`config.mk`:
```
export PLATFORM = sky130hd
export DESIGN_NAME = sw_debounce
export DESIGN_NICKNAME = d
export VERILOG_FILES = /design/src/rtl/board_io_pkg.sv /design/src/rtl/deb_channel.sv /design/src/rtl/sw_debounce.sv
export SDC_FILE = /design/constraint.sdc
export NUM_CORES = 1
export LEC_CHECK = 0
export ABC_CLOCK_PERIOD_IN_PS = 1300
export CORE_ASPECT_RATIO = 0.5
export CORE_MARGIN = 3
export CORE_UTILIZATION = 25
export DETAILED_ROUTE_END_ITERATION = 8
export GPL_TIMING_DRIVEN = 0
export SLEW_MARGIN = 20
export SYNTH_ARGS = -nofsm -noshare
export SYNTH_HDL_FRONTEND = slang
export SYNTH_HIERARCHICAL = 1
export SYNTH_SLANG_ARGS = --single-unit
```
`constraint.sdc`:
```
create_clock -name clk -period 1.3 [get_ports clk]
set_input_delay 0.195 -clock clk [delete_from_list [all_inputs] [get_ports clk]]
set_output_delay 0.195 -clock clk [all_outputs]
set_load 0.02 [all_outputs]
```
`src/rtl/board_io_pkg.sv`:
```
// Board-level I/O constants and types shared by the board tops.
// Latency: n/a (package only).
// Backpressure: n/a (package only).
package board_io_pkg;

  // 1 ms of stable input at a 50 MHz system clock
  localparam int DEB_STABLE_1MS_50MHZ = 50000;
  // Short stability window used by simulation builds
  localparam int DEB_STABLE_SIM = 4;
  // Number of slide switches on the board
  localparam int SW_W = 10;

  // Per-channel debounce state, decoded from the counter and the level compare
  typedef enum logic [1:0] {
    DEB_STABLE   = 2'd0,
    DEB_COUNTING = 2'd1,
    DEB_ACCEPT   = 2'd2
  } deb_state_e;

endpackage

```
`src/rtl/deb_channel.sv`:
```
// One switch channel: 2-flop synchronizer, stability counter, clean level and edge pulses.
// Latency: new raw level appears on clean/rise/fall at edge STABLE_CYCLES+2.
// Backpressure: none; the channel free-runs every clock.
module deb_channel
  import board_io_pkg::*;
#(
  parameter int STABLE_CYCLES = DEB_STABLE_SIM
) (
  input  logic clk,
  input  logic reset,
  input  logic sw_raw,
  output logic clean,
  output logic rise,
  output logic fall
);

  localparam int CNT_W = $clog2(STABLE_CYCLES + 1);
  localparam logic [CNT_W-1:0] CNT_LAST = CNT_W'(STABLE_CYCLES - 1);
  localparam logic [CNT_W-1:0] CNT_ONE  = CNT_W'(1);

  logic             s1;
  logic             s2;
  logic [CNT_W-1:0] cnt;
  logic [CNT_W-1:0] cnt_nxt;
  logic             clean_nxt;
  logic             rise_nxt;
  logic             fall_nxt;
  deb_state_e       state;

  // Bring the asynchronous switch level into the clk domain
  always_ff @(posedge clk) begin
    if (!reset) begin
      s1 <= 1'b0;
      s2 <= 1'b0;
    end else begin
      s1 <= sw_raw;
      s2 <= s1;
    end
  end

  // Classify the channel: agreeing, still counting, or on the accepting sample
  always_comb begin
    state = DEB_STABLE;
    if (s2 != clean) begin
      state = (cnt == CNT_LAST) ? DEB_ACCEPT : DEB_COUNTING;
    end
  end

  // Next counter/level/pulse values; any agreeing sample drops a partial count
  always_comb begin
    cnt_nxt   = '0;
    clean_nxt = clean;
    rise_nxt  = 1'b0;
    fall_nxt  = 1'b0;
    case (state)
      DEB_STABLE: begin
        cnt_nxt = '0;
      end
      DEB_COUNTING: begin
        cnt_nxt = cnt + CNT_ONE;
      end
      DEB_ACCEPT: begin
        cnt_nxt   = '0;
        clean_nxt = s2;
        rise_nxt  = s2;
        fall_nxt  = ~s2;
      end
      default: begin
        cnt_nxt = '0;
      end
    endcase
  end

  // Counter, clean level and pulses; pulses line up with the new clean value
  always_ff @(posedge clk) begin
    if (!reset) begin
      cnt   <= '0;
      clean <= 1'b0;
      rise  <= 1'b0;
      fall  <= 1'b0;
    end else begin
      cnt   <= cnt_nxt;
      clean <= clean_nxt;
      rise  <= rise_nxt;
      fall  <= fall_nxt;
    end
  end

endmodule

```
`src/rtl/sw_debounce.sv`:
```
// N independent switch debouncers producing clean levels and one-cycle rise/fall pulses.
// Latency: STABLE_CYCLES+2 clk edges from raw change to clean/pulse change.
// Backpressure: none; outputs are free-running registered levels and pulses.
module sw_debounce
  import board_io_pkg::*;
#(
  parameter int N             = SW_W,
  parameter int STABLE_CYCLES = DEB_STABLE_1MS_50MHZ
) (
  input  logic         clk,
  input  logic         reset,
  input  logic [N-1:0] sw_raw,
  output logic [N-1:0] sw_clean,
  output logic [N-1:0] sw_rise,
  output logic [N-1:0] sw_fall
);

  // One fully independent channel per switch line; nothing is shared
  for (genvar i = 0; i < N; i++) begin : g_ch
    deb_channel #(
      .STABLE_CYCLES(STABLE_CYCLES)
    ) u_ch (
      .clk    (clk),
      .reset  (reset),
      .sw_raw (sw_raw[i]),
      .clean  (sw_clean[i]),
      .rise   (sw_rise[i]),
      .fall   (sw_fall[i])
    );
  end

endmodule

```
=== Word level (Yosys, flattened, before mapping) ===
Index checks and enable logic that the tools add are counted.

* Word-level logic and storage cells: 160
* Output and inout port bits: 30
* Bits in registers: 210

* Add/sub/neg operators: 10
* Mux-type cells: 20
* Bitwise logic cells: 10
* Reduce and logical (&&, ||, !) cells: 20
* Equal/unequal tests: 40

{| class="wikitable"
|+ Operators with widths
! cell !! number
|-
| $add 16x1->16 const B || 10
|-
| $eq 16x16->1 const B || 10
|-
| $mux 2 || 20
|-
| $reduce_and 2->1 || 20
|-
| $eq 2x1->1 const B || 10
|-
| $eq 2x2->1 const B || 10
|-
| $ne 1x1->1 || 10
|-
| $not 1->1 || 10
|}

=== Longest topological paths before layout ===
* Word-level depth: 5
* Depth in mapped cells: 6
* Mapped depth without buffers: 5

=== Cells and area by module ===
The synthesis kept the hierarchy.

{| class="wikitable"
|+ Modules (own cells, without submodules)
! module !! cells each !! times used !! sequential area each (sq um) !! area an instance (sq um)
|-
| deb_channel || 93 || 10 || 420.4 || 979.7
|}

=== Worst setup path after synthesis ===
OpenSTA, ideal clock, no wires.

* Kind: register to register
* Start: register g_ch[0].u_ch.cnt[0]
* End: register g_ch[0].u_ch.cnt[11]
* Stages on the path, launching flop included: 7
* Period minus slack after synthesis: 1.389 ns
* Arrival time: 1.274 ns
* Data required time: 1.185 ns
* Setup time: 0.115 ns
* Setup slack: -0.089 ns
* Cell sequence: dfxtp_1 > ha_1 > nand3_2 > nand4b_4 > nand3_4 > buf_6 > nor2_1

* Cells in the longest elaborated chain, start to end: 5
* Elaborated cells on any way between the ends: 6
* Those cells by class: add/sub: 1; eq/ne: 2; mux: 2; reduce/logical: 1

{| class="wikitable"
|+ RTL lines
! element !! line !! text
|-
| start, declared || deb_channel.sv:23 || <nowiki>logic [CNT_W-1:0] cnt;</nowiki>
|-
| start signal, assigned || deb_channel.sv:82 || <nowiki>cnt <= cnt_nxt;</nowiki>
|-
| $eq 16x16->1 || deb_channel.sv:45 || <nowiki>state = (cnt == CNT_LAST) ? DEB_ACCEPT : DEB_COUNTING;</nowiki>
|-
| $mux 2 || deb_channel.sv:45 ||
|-
| $mux 2 || deb_channel.sv:44 || <nowiki>if (s2 != clean) begin</nowiki>
|-
| $eq 2x1->1 || deb_channel.sv:55 || <nowiki>case (state)</nowiki>
|-
| $reduce_and 2->1 (no line) || -- ||
|}

Several ways; a longest one is shown, not always the timed one.
A chain may end at the register's enable or synchronous reset.

=== Final worst setup path ===
* Start: register g_ch[4].u_ch.cnt[1]
* End: register g_ch[4].u_ch.cnt[12]

* Cells in the longest elaborated chain, start to end: 5
* Elaborated cells on any way between the ends: 6
* Those cells by class: add/sub: 1; eq/ne: 2; mux: 2; reduce/logical: 1

{| class="wikitable"
|+ RTL lines
! element !! line
|-
| start, declared || deb_channel.sv:23
|-
| start signal, assigned || deb_channel.sv:82
|-
| $eq 16x16->1 || deb_channel.sv:45
|-
| $mux 2 || deb_channel.sv:45
|-
| $mux 2 || deb_channel.sv:44
|-
| $eq 2x1->1 || deb_channel.sv:55
|-
| $reduce_and 2->1 (no line) || --
|}

Several ways; a longest one is shown, not always the timed one.

==> metrics.yaml <==
vias: 7174
fillCellCount: 3597
core.rowCount: 50
rsz0062_at_grt: "true"
cellLeakagePower_nw: 5.481
p_per_area_mw_per_mm2: 913.2
final_antenna_net_count: 0
gr-usage-all-layers_pct: 9.463
root_buffer: "clkbuf_16"
syn_area_per_cell_sq_um: 10.53
gr-total-overflow: 0
ys_top_cells_by_area: "dfxtp_1, xnor2_1, nor2_1"
utilization_pct: 37.45
post-dp-hpwl_um: 12470
tritoncts: "built"
slew_headroom_pct: 73.84
clk_latency_ps: 510
grt_pass1_vias: 7321
initialDrtViolationCount: 283
drt-vias-per-instance: 4.345
grt_max_degree: 37
outcome: "finished, violations left"
path_clk_slew_ps: 60
cts_buffers: 23
drive_gt1_share_pct: 53.93
finalNonFillerCells: 1651
maxCapViolCount: 0
synthFlopType: "dfxtp_1"
hp-class: "primary input to flip-flop"
dp_cells: 1492
avgRoutedWirePerCell_um: 12.92
n_antenna_cell: 0
fp.dieH_um: 146.0
endpoint_kind: "flip-flop"
synth_top_cell_area_share_pct: 42.91
routed_wirelength_um: 21330
nNetsFinal: 1141
yosysTopAreaCell: "dfxtp_1"
yosys_warnings: 6
critPathRequiredTime_ps: 1680
startpoint_type: "flip-flop"
post-route-period-util_pct: 105.6
die_w_um: 286.0
maxSlewViolCount: 0
failed_checks: "setup timing"
clockBufferDepth: 3
arrival_ps: 1750
fin_worst_skew_ps: 20.95
syn_inst: 930
fin_crit_ps: 1372
async_reset_ff_share_pct: 0
start_util_pct: 25.76
pin_count: 42
globalplace.congestion: 0.7433
crit_type: "flip-flop to flip-flop"
path_max_fanout: 6
syn2layout_area_growth_pct: 45.40
antenna_found_initial: 0
coreArea_sq_mm: 0.03804
syn-cell-area_sq_mm: 0.009797
final.setup.worst_slack_ps: -72.20
final_hold_viol_count: 0
cts_hold_buffers: 0
tightest_slew_ps: 392.4
grt_pass1_wl_um: 34660
final-setup-viol-count: 76
synth_nets: 952
synth_edf_count: 0
cts_max_level: 1
ys_ff_latch: 210
max_freq_mhz: 728.8
clkSinkCount: 210
drtPass1Iterations: 4
synth_seq_area_share_pct: 42.91
die_area_sq_mm: 0.04174
synth.distinct_cells: 26
drcViolationCount: 0
io_buffers: 41
ir_drop_mv: 0.7835
-- synth_stat cells, types with 20 or more instances --
cell type / n
dfxtp_1: 210
nor2_1: 140
xnor2_1: 130
nor3_1: 60
inv_1: 50
nand3_1: 40
nor2_2: 40
nor4_2: 40
nand2_1: 30
and2_1: 20
xor2_1: 20
-- through the flow --
| stage | instance area (sq um) | TNS [ps] | setup WS (ps) | hold WS (ps) | power [mW] |
|---|---|---|---|---|---|
| 6_report | 14240 | -1667 | -72.20 | 152.2 | 13.01 |
| 3_5_place_dp | 10990 | -18240 | -293.2 | 416.9 | 6.852 |
| 5_1_grt | 14240 | -9357 | -128.2 | 148.4 | 13.53 |
| 2_1_floorplan | 9910 | 0 | 2.450 | 316.7 | 6.756 |
| 3_3_place_gp | 10970 | -299910 | -1896 | 416.2 | 6.841 |
| 4_1_cts | 13040 | -910.1 | -53.75 | 136.8 | 13.22 |
-- cells in the final DEF (no fill, tap or decap), types with 7 or more instances in the layout --
cell type,instances
nand3_4,20
xnor2_1,120
nor2_1,65
dfxtp_2,67
buf_8,7
nor3_1,35
and4bb_2,11
buf_6,40
and4bb_1,9
nand2_4,8
nor4b_4,10
nor4_4,39
nand3_1,40
mux2i_1,10
xor2_1,18
clkdlybuf4s15_2,7
clkdlybuf4s50_1,10
nand4b_4,10
dfxtp_4,52
and2_1,20
clkbuf_16,26
buf_4,81
inv_1,50
nand4_4,20
nor2_2,85
nor3_2,17
nor2b_1,10
buf_2,16
nor2_4,30
nor4_2,11
dfxtp_1,91
xnor2_2,10
nand4_1,10
nor3_4,8
ha_4,10
nand2_1,30
-- cells by family after synthesis --
kind of cell               synth area share (%)
muxes                                     1.022
and+or+nand+nor                           38.31
adders and majority gates                 1.277
buffers and inverters                     3.065
xor gates and xnor gates                  13.41
DFF                                       42.91
-- worst max-delay path, cell delays in order, from the launching register on --
cell and delay [ps]:
dfxtp_4 360, ha_4 150, nand3_4 120, nand4b_4 240, nand3_4 120, buf_12 120, buf_16 120, nor2_4 30
-- final cells by class --
| cell class | instances | area, sq um | share of cell area (%) |
|---|---|---|---|
| Multi-Input combinational cell | 660 | 6477 | 45.47 |
| Clock inverter | 6 | 62.56 | 0.4392 |
| Clock buffer | 31 | 655.6 | 4.603 |
| Timing Repair Buffer | 166 | 1615 | 11.34 |
| Sequential cell | 210 | 4483 | 31.47 |
| Inverter | 50 | 187.7 | 1.318 |
| Buffer | 8 | 112.6 | 0.7905 |
| Tap cell | 520 | 650.6 | 4.567 |
-- layer usage --
metal,vias up,global-route usage (%),share of wire (%)
met5,-,0,0
met4,0,2.477,2.1
met3,33,1.487,2.2
met2,61,17.93,54
met1,3507,11.04,41
li1,3573,-,-
-- sequential cells by signal, summed over array words and instances (netlist names) --
| name | flops |
|---|---|
| g_ch.u_ch/cnt | 160 |
| g_ch.u_ch/clean | 10 |
| g_ch.u_ch/fall | 10 |
| g_ch.u_ch/rise | 10 |
| g_ch.u_ch/s1 | 10 |
| g_ch.u_ch/s2 | 10 |
-- what timing repair did --
action | CTS | global route
cloned | 7 | 3
endpoints found under the setup margin | 186 | 176
buffers inserted | 78 | 37
pin swaps | 52 | 124
gates resized for setup | 302 | 244
-- path summary, 6_finish.rpt --
check	start	endpoint	slack (ps)	depth (start not counted)
max	g_ch[4].u_ch/cnt[1]$_SDFF_PN0_	g_ch[4].u_ch/cnt[12]$_SDFF_PN0_	-70	7
min	reset	g_ch[7].u_ch/clean$_SDFFE_PN0N_	150	2
max reg2reg	g_ch[4].u_ch/cnt[1]$_SDFF_PN0_	g_ch[4].u_ch/cnt[12]$_SDFF_PN0_	-70	7
min reg2reg	g_ch[5].u_ch/s1$_SDFF_PN0_	g_ch[5].u_ch/s2$_SDFF_PN0_	430	1
-- report_power, final --
part	switching (mW)	internal [mW]	total [mW]
sequential	0.0320	6.37	6.40
clock	2.56	3.70	6.27
combinational	0.166	0.172	0.339
total	2.76	10.2	13.0
Power figures use the tool's default switching activity.
